`src/rtl/traffic_pkg.sv`:
```
// Shared light codes and phase encoding for the intersection scheduler.
// Latency: n/a (types only). Backpressure: n/a.
// Phase encoding is exported on the debug port, so values are fixed.
package traffic_pkg;

    localparam logic [1:0] LT_RED = 2'b00;
    localparam logic [1:0] LT_YEL = 2'b01;
    localparam logic [1:0] LT_GRN = 2'b10;

    typedef enum logic [2:0] {
        INIT_RED  = 3'd0,
        NS_G      = 3'd1,
        NS_Y      = 3'd2,
        RED_TO_EW = 3'd3,
        EW_G      = 3'd4,
        EW_Y      = 3'd5,
        RED_TO_NS = 3'd6
    } phase_t;

endpackage

```
`src/rtl/phase_timer.sv`:
```
// Tick-qualified phase counter with clear, saturation and limit compares.
// Latency: compares reflect the registered count (valid the cycle after update).
// Backpressure: none; clear wins over a same-cycle tick.
module phase_timer #(
    parameter int CW        = 8,
    parameter int MIN_GREEN = 4,
    parameter int MAX_GREEN = 8,
    parameter int YELLOW_T  = 2,
    parameter int ALLRED_T  = 1
) (
    input  logic clk,
    input  logic reset,
    input  logic tick,
    input  logic clr,
    output logic min_done,
    output logic max_done,
    output logic yel_done,
    output logic red_done
);

    localparam logic [CW-1:0] MIN_LIM = CW'(MIN_GREEN - 1);
    localparam logic [CW-1:0] MAX_LIM = CW'(MAX_GREEN - 1);
    localparam logic [CW-1:0] YEL_LIM = CW'(YELLOW_T - 1);
    localparam logic [CW-1:0] RED_LIM = CW'(ALLRED_T - 1);
    localparam logic [CW-1:0] CNT_SAT = {CW{1'b1}};

    logic [CW-1:0] cnt;

    always_ff @(posedge clk) begin
        if (reset) begin
            cnt <= '0;
        end else if (clr) begin
            cnt <= '0;
        end else if (tick && (cnt != CNT_SAT)) begin
            cnt <= cnt + CW'(1);
        end
    end

    assign min_done = (cnt >= MIN_LIM);
    assign max_done = (cnt >= MAX_LIM);
    assign yel_done = (cnt == YEL_LIM);
    assign red_done = (cnt == RED_LIM);

endmodule

```
`src/rtl/traffic_phase_scheduler.sv`:
```
// Actuated NS/EW phase scheduler with pedestrian service and emergency preempt.
// Latency: decisions taken on tick cycles; outputs decode registered state only.
// Backpressure: none; requests are latched until their approach is served.
module traffic_phase_scheduler
    import traffic_pkg::*;
#(
    parameter int MIN_GREEN = 4,
    parameter int MAX_GREEN = 8,
    parameter int YELLOW_T  = 2,
    parameter int ALLRED_T  = 1,
    parameter int CW        = 8
) (
    input  logic       clk,
    input  logic       reset,
    input  logic       tick,
    input  logic       car_ns,
    input  logic       car_ew,
    input  logic       ped_ns,
    input  logic       ped_ew,
    input  logic       emerg,
    input  logic       emerg_dir,
    output logic [1:0] NS,
    output logic [1:0] EW,
    output logic       walk_ns,
    output logic       walk_ew,
    output logic [2:0] phase
);

    phase_t state;
    phase_t state_n;

    logic min_done, max_done, yel_done, red_done;
    logic req_ns, req_ew, ped_ns_l, ped_ew_l, walk_ns_f, walk_ew_f;
    logic opp_ns, opp_ew;
    logic enter_ns, enter_ew, exit_ns, exit_ew;

    phase_timer #(
        .CW       (CW),
        .MIN_GREEN(MIN_GREEN),
        .MAX_GREEN(MAX_GREEN),
        .YELLOW_T (YELLOW_T),
        .ALLRED_T (ALLRED_T)
    ) u_timer (
        .clk     (clk),
        .reset   (reset),
        .tick    (tick),
        .clr     (state_n != state),
        .min_done(min_done),
        .max_done(max_done),
        .yel_done(yel_done),
        .red_done(red_done)
    );

    assign opp_ns = req_ew | ped_ew_l;
    assign opp_ew = req_ns | ped_ns_l;

    always_ff @(posedge clk) begin
        if (reset) begin
            state <= INIT_RED;
        end else begin
            state <= state_n;
        end
    end

    // A preempt toward the green approach holds it regardless of demand or max green.
    always_comb begin
        state_n = state;
        if (tick) begin
            case (state)
                INIT_RED:  if (red_done) state_n = NS_G;
                NS_G: begin
                    if (emerg) begin
                        if (emerg_dir) state_n = NS_Y;
                    end else if (opp_ns && (max_done || (min_done && !car_ns))) begin
                        state_n = NS_Y;
                    end
                end
                NS_Y:      if (yel_done) state_n = RED_TO_EW;
                RED_TO_EW: if (red_done) state_n = EW_G;
                EW_G: begin
                    if (emerg) begin
                        if (!emerg_dir) state_n = EW_Y;
                    end else if (opp_ew && (max_done || (min_done && !car_ew))) begin
                        state_n = EW_Y;
                    end
                end
                EW_Y:      if (yel_done) state_n = RED_TO_NS;
                RED_TO_NS: if (red_done) state_n = NS_G;
                default:   state_n = INIT_RED;
            endcase
        end
    end

    assign enter_ns = (state_n == NS_G) && (state != NS_G);
    assign enter_ew = (state_n == EW_G) && (state != EW_G);
    assign exit_ns  = (state == NS_G) && (state_n != NS_G);
    assign exit_ew  = (state == EW_G) && (state_n != EW_G);

    // Entry clears win over same-cycle sets; a press during green re-arms for next service.
    always_ff @(posedge clk) begin
        if (reset) begin
            req_ns    <= 1'b0;
            req_ew    <= 1'b0;
            ped_ns_l  <= 1'b0;
            ped_ew_l  <= 1'b0;
            walk_ns_f <= 1'b0;
            walk_ew_f <= 1'b0;
        end else begin
            if (enter_ns) begin
                req_ns <= 1'b0;
            end else if ((state != NS_G) && (car_ns || ped_ns)) begin
                req_ns <= 1'b1;
            end
            if (enter_ew) begin
                req_ew <= 1'b0;
            end else if ((state != EW_G) && (car_ew || ped_ew)) begin
                req_ew <= 1'b1;
            end
            if (enter_ns) begin
                ped_ns_l <= 1'b0;
            end else if (ped_ns) begin
                ped_ns_l <= 1'b1;
            end
            if (enter_ew) begin
                ped_ew_l <= 1'b0;
            end else if (ped_ew) begin
                ped_ew_l <= 1'b1;
            end
            if (enter_ns) begin
                walk_ns_f <= ped_ns_l;
            end else if (exit_ns) begin
                walk_ns_f <= 1'b0;
            end
            if (enter_ew) begin
                walk_ew_f <= ped_ew_l;
            end else if (exit_ew) begin
                walk_ew_f <= 1'b0;
            end
        end
    end

    always_comb begin
        NS = LT_RED;
        EW = LT_RED;
        case (state)
            NS_G:    NS = LT_GRN;
            NS_Y:    NS = LT_YEL;
            EW_G:    EW = LT_GRN;
            EW_Y:    EW = LT_YEL;
            default: ;
        endcase
        walk_ns = walk_ns_f && (state == NS_G);
        walk_ew = walk_ew_f && (state == EW_G);
        phase   = state;
    end

endmodule

```
`config.mk`:
```
export PLATFORM = sky130hd
export DESIGN_NAME = traffic_phase_scheduler
export DESIGN_NICKNAME = d
export VERILOG_FILES = /design/src/rtl/traffic_pkg.sv /design/src/rtl/phase_timer.sv /design/src/rtl/traffic_phase_scheduler.sv
export SDC_FILE = /design/constraint.sdc
export NUM_CORES = 1
export LEC_CHECK = 0
export BUFFER_PORTS_ARGS = -buffer_cell sky130_fd_sc_hd__clkbuf_2
export CORE_MARGIN = 10
export CORE_UTILIZATION = 55
export CTS_CLUSTER_DIAMETER = 50
export DETAILED_ROUTE_END_ITERATION = 6
export PLACE_DENSITY = 0.83
export SKIP_LAST_GASP = 1
export SYNTH_ARGS = -nofsm -noshare
export SYNTH_HDL_FRONTEND = slang
export SYNTH_HIERARCHICAL = 1
export SYNTH_SLANG_ARGS = --single-unit
```
`constraint.sdc`:
```
create_clock -name clk -period 2.87 [get_ports clk]
set_input_delay 0 -clock clk [delete_from_list [all_inputs] [get_ports clk]]
set_output_delay 0 -clock clk [all_outputs]
set_load 0.01 [all_outputs]
```
==> metrics.csv, run 1 <==
metric;value;unit
status;complete, no violations;
finalClockSkew;0.00478;ns
fin_area;1330;sq um
ys_warn_count;6;
r2r_setup_slack;0.16;ns
p_leak;0.579;nW
dp_hpwl;2.05;mm
min_from;car_ns;
numCtsBuffers;3;
tightest_slew;0.567;ns
firstDrtPassIters;4;
die_area;4300;sq um
cp_cell_sequence;or4_4 -> nor3_4 -> and2_4 -> nand3b_1 -> a21oi_1 -> a211oi_2 -> o211ai_2 -> and3_1 -> ha_1 -> nor2_1 -> a21oi_1 -> nor2_1;
grt_usage;13.1;%
gr-total-overflow;0;
drt-vias-per-instance;5.99;
finalCritPeriodShare;94.5;%
die_w;65.6;um
synth_ff_type;dfxtp_1;
clk_pin_slew;0.11;ns
startpoint;u_timer/cnt[3];
relSlewSlack;61.9;%
fin_crit;2.71;ns
fp-row-count;16;
finalHoldViolCount;0;
synth_area_leaders;dfxtp_1 (30%), ha_1 (6.6%), nor2_1 (5.3%);
yosysSeqAreaShare;29.8;%
drt_iter0_drc;64;
dpl_cell_area;1240;sq um
crit_arrival;2.90;ns
initial_utilization;58.2;%
synth_edf_count;0;
insertedDiodeCount;0;
cp_slowest_cell;or4_4;
whs_path_depth;5;
avgSynthCellArea;8.15;sq um
ios;18;
cts_root_buf;clkbuf_4;
numPortBuffers;17;
vias;1114;
remaining_drc_errors;0;
r2r-end;walk_ns_f;
syn-num-nets;155;
synth_seq_cells;17;
fill_cells;171;
maxCapViolCount;0;
insertion_delay;0.29;ns
crit_type;flop to flop;
place_congestion;0.803;
drt-wirelength-per-cell;15.2;um
die_h;65.6;um
area_delta_synth_final;16.2;%
clock_sinks;17;
final_common_cell;clkbuf_2;
setup_viol;0;
core_area;1960;sq um
drive_gt1_share;26.4;%
synth_cells;140;
hold_path_class;primary input to flop;
postSynth.asyncResetShare;0;%
grt_pass1_wl;4.66;mm
reg2regPathDepth;12;
grt_pass1_vias;1057;
start_kind;flop;
cp_max_fo;8;
area.sequential;342;sq um
syn_area;1140;sq um
cp.required;3.06;ns
cts_setup_buffers;0;
synth_top_area_share;29.8;%
drt-total-wl;2.82;mm
cpPeakStageDelay;0.56;ns
r2r_start;u_timer/cnt[3];
antenna_found_initial;0;
hold_end;req_ns;
power.total;0.541;mW
layout_common_cells;clkbuf_2 (17), dfxtp_1 (16), nor2_1 (15);
ys_types;48;
finalNetCount;175;
synth_top_cell_by_area;dfxtp_1;
multi_input_area;785;sq um
fmax;0.369;GHz
cts_buffer_depth;2;
grt_max_degree;18;
cts.htree.levels;1;
cts_tree;built;
endpoint_kind;flop;
ir_drop;364;uV
power.density;408;nW/um^2
finalMaxSlewViolations;0;
drtAntennaViolNets;0;
-- area by class of cell --
class	instances	area share, %
clock buffer	3	1.70
timing repair buffer	20	8.49
multi-input combinational	111	59.2
inverter	7	1.98
clock inverter	1	0.377
sequential	17	25.8
tap	27	2.55
-- through the flow --
step / util (%) / hold slack, ns / setup TNS [ns] / setup WS, ns / cells
2_1_floorplan: - / 0.0760 / 0 / 0.362 / 140
6_report: 67.6 / 0.0856 / 0 / 0.157 / 186
3_3_place_gp: 63.4 / 0.266 / 0 / 0.122 / 180
4_1_cts: 65.8 / 0.0534 / 0 / 0.00409 / 186
5_1_grt: 67.6 / 0.109 / -0.00447 / -0.00447 / 186
3_5_place_dp: 63.4 / 0.277 / 0 / 0.0512 / 180
-- cell usage after synthesis (all sizes together), types with 2 or more instances --
cell / instances
a2111oi: 3
ha: 6
inv: 7
a31oi: 5
nor2: 16
mux2i: 4
nand2b: 3
and3: 4
and4: 3
nand3b: 3
nor3: 6
nor3b: 2
a21oi: 7
buf: 4
and2: 4
a211oi: 2
a21o: 2
o21ai: 6
o211ai: 2
dfxtp: 17
and4b: 2
nor2b: 3
nand2: 14
-- worst max-delay path by stage --
stage | end | cells after the start | slack (ns)
after floorplan | u_timer/cnt[3] | 9 | 0.36
after global placement | u_timer/cnt[3] | 9 | 0.12
after detailed placement | u_timer/cnt[3] | 9 | 0.05
after CTS | u_timer/cnt[3] | 9 | 0.004
after global routing | walk_ew_f | 11 | -0.004
final | walk_ns_f | 12 | 0.16
-- where the power goes --
part / switching [mW] / total (mW) / internal (mW)
clock: 0.0831 / 0.135 / 0.0518
sequential: 0.0190 / 0.268 / 0.249
combinational: 0.0785 / 0.138 / 0.0596
total: 0.181 / 0.541 / 0.360
-- worst max-delay path: cells and delay by family, from the launching register on --
family | cells | cell delay (ns)
simple gates | 7 | 1.34
compound gates | 4 | 0.60
flops | 1 | 0.37
fa+ha+maj | 1 | 0.29
-- flip-flops by register name (all words and copies together), names as in the netlist --
| name | flops |
|---|---|
| walk_ns_f | 1 |
| phase | 3 |
| req_ns | 1 |
| req_ew | 1 |
| walk_ew_f | 1 |
| u_timer/cnt | 8 |
| ped_ns_l | 1 |
| ped_ew_l | 1 |
-- metal layers --
| layer | part of all wire (%) | vias to the layer above | global-route usage [%] |
|---|---|---|---|
| li1 | - | 555 | - |
| met1 | 44 | 509 | 16.1 |
| met2 | 48 | 46 | 21.3 |
| met3 | 7.4 | 4 | 3.90 |
| met4 | 0.89 | 0 | 4.28 |
| met5 | 0 | - | 0 |
-- logic make-up (layout without fill, tap and decap cells) --
group                      after synthesis  after routing  synth area share [%]
AOI/OAI and AO/OA                       34             34                  22.4
adders and majority gates                6              6                  6.58
buffers and inverters                   12             31                  4.39
DFF                                     17             17                  29.8
muxes                                    4              4                  3.51
and+or+nand+nor                         67             67                  33.3
-- what timing repair did --
action	4_1_cts	5_1_grt
hold buffers	2	0
endpoints found under the setup margin	0	7
endpoints found under the hold margin	2	0
gates resized for setup	0	10
No activity file was read; power rests on OpenSTA's default activity.
==> inputs of run 2 (changes only) <==
--- a/config.mk
+++ b/config.mk
@@ -10,6 +10,7 @@
 export CORE_UTILIZATION = 55
 export CTS_CLUSTER_DIAMETER = 50
 export DETAILED_ROUTE_END_ITERATION = 6
+export GPL_TIMING_DRIVEN = 0
 export PLACE_DENSITY = 0.83
 export SKIP_LAST_GASP = 1
 export SYNTH_ARGS = -nofsm -noshare
==> metrics.csv, run 2 (synthesized netlist as in run 1, its figures left out) <==
metric;value;unit;change
status;complete, no violations;;
dp_slack;0.0586;ns;+0.00733 ns
grt_pass1_vias;1090;;+3.1%
largest_reg_flops;8;;unchanged
ir_drop;299;uV;-18%
core_area;1960;sq um;unchanged
insertion_delay;0.30;ns;about the same
finalClockSkew;0.00557;ns;+0.000796 ns
die_w;65.6;um;unchanged
clk_pin_slew;0.10;ns;about the same
start_kind;flop;;
drt-total-wl;2.77;mm;-1.8%
finalNetCount;180;;+2.9%
remaining_drc_errors;0;;unchanged
numPortBuffers;17;;unchanged
setup_viol;0;;unchanged
rsz0062_at_grt;yes;;
initial_utilization;58.2;%;unchanged
crit_type;flop to flop;;
instances_no_fill;191;;+2.7%
cts_setup_buffers;0;;unchanged
fill_cells;186;;+8.8%
drt-vias-per-instance;5.95;;-0.69%
dp.cells;184;;+2.2%
power.density;406;nW/um^2;-0.42%
fmax;0.365;GHz;-1.0%
grt_max_degree;11;;-7
numCtsBuffers;3;;unchanged
ios;18;;unchanged
insertedDiodeCount;0;;unchanged
drt_iter0_drc;69;;+7.8%
r2r_start;u_timer/cnt[3];;
finalHoldViolCount;0;;unchanged
cts_buffer_depth;2;;unchanged
drive_gt1_share;24.4;%;-2.0 points
drt-wirelength-per-cell;14.5;um;-4.3%
die_area;4300;sq um;unchanged
dp_hpwl;2.08;mm;+1.1%
place_congestion;0.826;;+2.8%
die_h;65.6;um;unchanged
top_register;u_timer/cnt;;
cts.htree.levels;1;;unchanged
clock_sinks;17;;unchanged
grt_pass1_wl;4.78;mm;+2.5%
reg2regPathDepth;11;;-1
grt_usage;13.4;%;+0.32 points
gr-total-overflow;0;;unchanged
vias;1136;;+2.0%
cts_root_buf;clkbuf_4;;
cp_max_fo;8;;unchanged
finalCritPeriodShare;95.5;%;+0.96 points
crit_path_end;walk_ns_f;;
layout_setup_ws;0.130;ns;-0.0276 ns
endpoint_kind;flop;;
relSlewSlack;62.4;%;+0.55 points
cts_tree;built;;
startpoint;u_timer/cnt[3];;
fp-row-count;16;;unchanged
hold_path_class;primary input to flop;;
area_delta_synth_final;16.8;%;
firstDrtPassIters;4;;unchanged
finalMaxSlewViolations;0;;unchanged
tightest_slew;0.559;ns;-0.00817 ns
r2r_setup_slack;0.13;ns;-0.03 ns
maxCapViolCount;0;;unchanged
p_leak;0.591;nW;+2.0%
layout_common_cells;clkbuf_2 (17), dfxtp_1 (17), nor2_1 (15);;
crit_arrival;2.92;ns;+0.02 ns
antenna_found_initial;0;;unchanged
fin_crit;2.74;ns;+0.0276 ns
r2r-end;walk_ns_f;;
cp.required;3.05;ns;about the same
drtAntennaViolNets;0;;unchanged
run 2: area by class of cell:
| type | count | area (sq um) | share of cell area, % |
|---|---|---|---|
| Sequential cell | 17 | 340 | 25.5 |
| Timing Repair Buffer | 20 | 115 | 8.64 |
| Tap cell | 27 | 33.8 | 2.54 |
| Inverter | 7 | 26.3 | 1.97 |
| Clock buffer | 4 | 26.3 | 1.97 |
| Buffer | 5 | 23.8 | 1.78 |
| Multi-Input combinational cell | 111 | 767 | 57.6 |
run 2: worst min-delay path by stage:
stage	end	from	slack [ns]	cells past startpoint
floorplan	u_timer/cnt[7]	reset	0.08	1
global placement	u_timer/cnt[7]	reset	0.25	2
global route	u_timer/cnt[5]	tick	0.13	4
detailed placement	u_timer/cnt[7]	reset	0.25	2
CTS	req_ns	car_ns	0.08	5
finish	req_ns	car_ns	0.08	5
run 2: metal layers:
layer	GRT usage (%)	routed length, um	vias up
li1	-	-	565
met1	16.1	1270	515
met2	21.1	1240	49
met3	4.24	221	7
met4	6.68	40	0
met5	0	0	-
run 2: per-stage QoR:
| step | total power [mW] | TNS (ns) | util (%) | cell area [sq um] | hold slack (ns) |
|---|---|---|---|---|---|
| 6_report | 0.541 | 0 | 67.9 | 1330 | 0.0753 |
| 2_1_floorplan | 0.361 | 0 | - | 1140 | 0.0760 |
| 3_5_place_dp | 0.401 | 0 | 64.2 | 1260 | 0.251 |
| 3_3_place_gp | 0.393 | 0 | 64.2 | 1260 | 0.247 |
| 4_1_cts | 0.537 | 0 | 67.1 | 1320 | 0.0759 |
| 5_1_grt | 0.573 | -0.0969 | 67.9 | 1330 | 0.127 |
run 2: repair_timing:
| item | in CTS | in global routing |
|---|---|---|
| hold endpoints to repair | 4 | 0 |
| hold buffers | 3 | 0 |
| setup endpoints to repair | 0 | 9 |
| resized for setup | 0 | 5 |
run 2: critical path: stages, from the launching register on:
cell and delay (ns):
dfxtp_1 0.38, or4_1 0.60, nor3_2 0.20, and2_4 0.23, o21ai_0 0.12, o21ai_1 0.15, nand2_1 0.08, a31oi_2 0.21
and3_1 0.20, ha_1 0.24, a21oi_1 0.16, nor2_1 0.05
run 2: where the power goes:
group | leakage (nW) | internal [mW] | switching (mW)
clock network | 0.0150 | 0.0541 | 0.0794
registers | 0.139 | 0.249 | 0.0123
logic | 0.437 | 0.0619 | 0.0846
total | 0.591 | 0.365 | 0.176
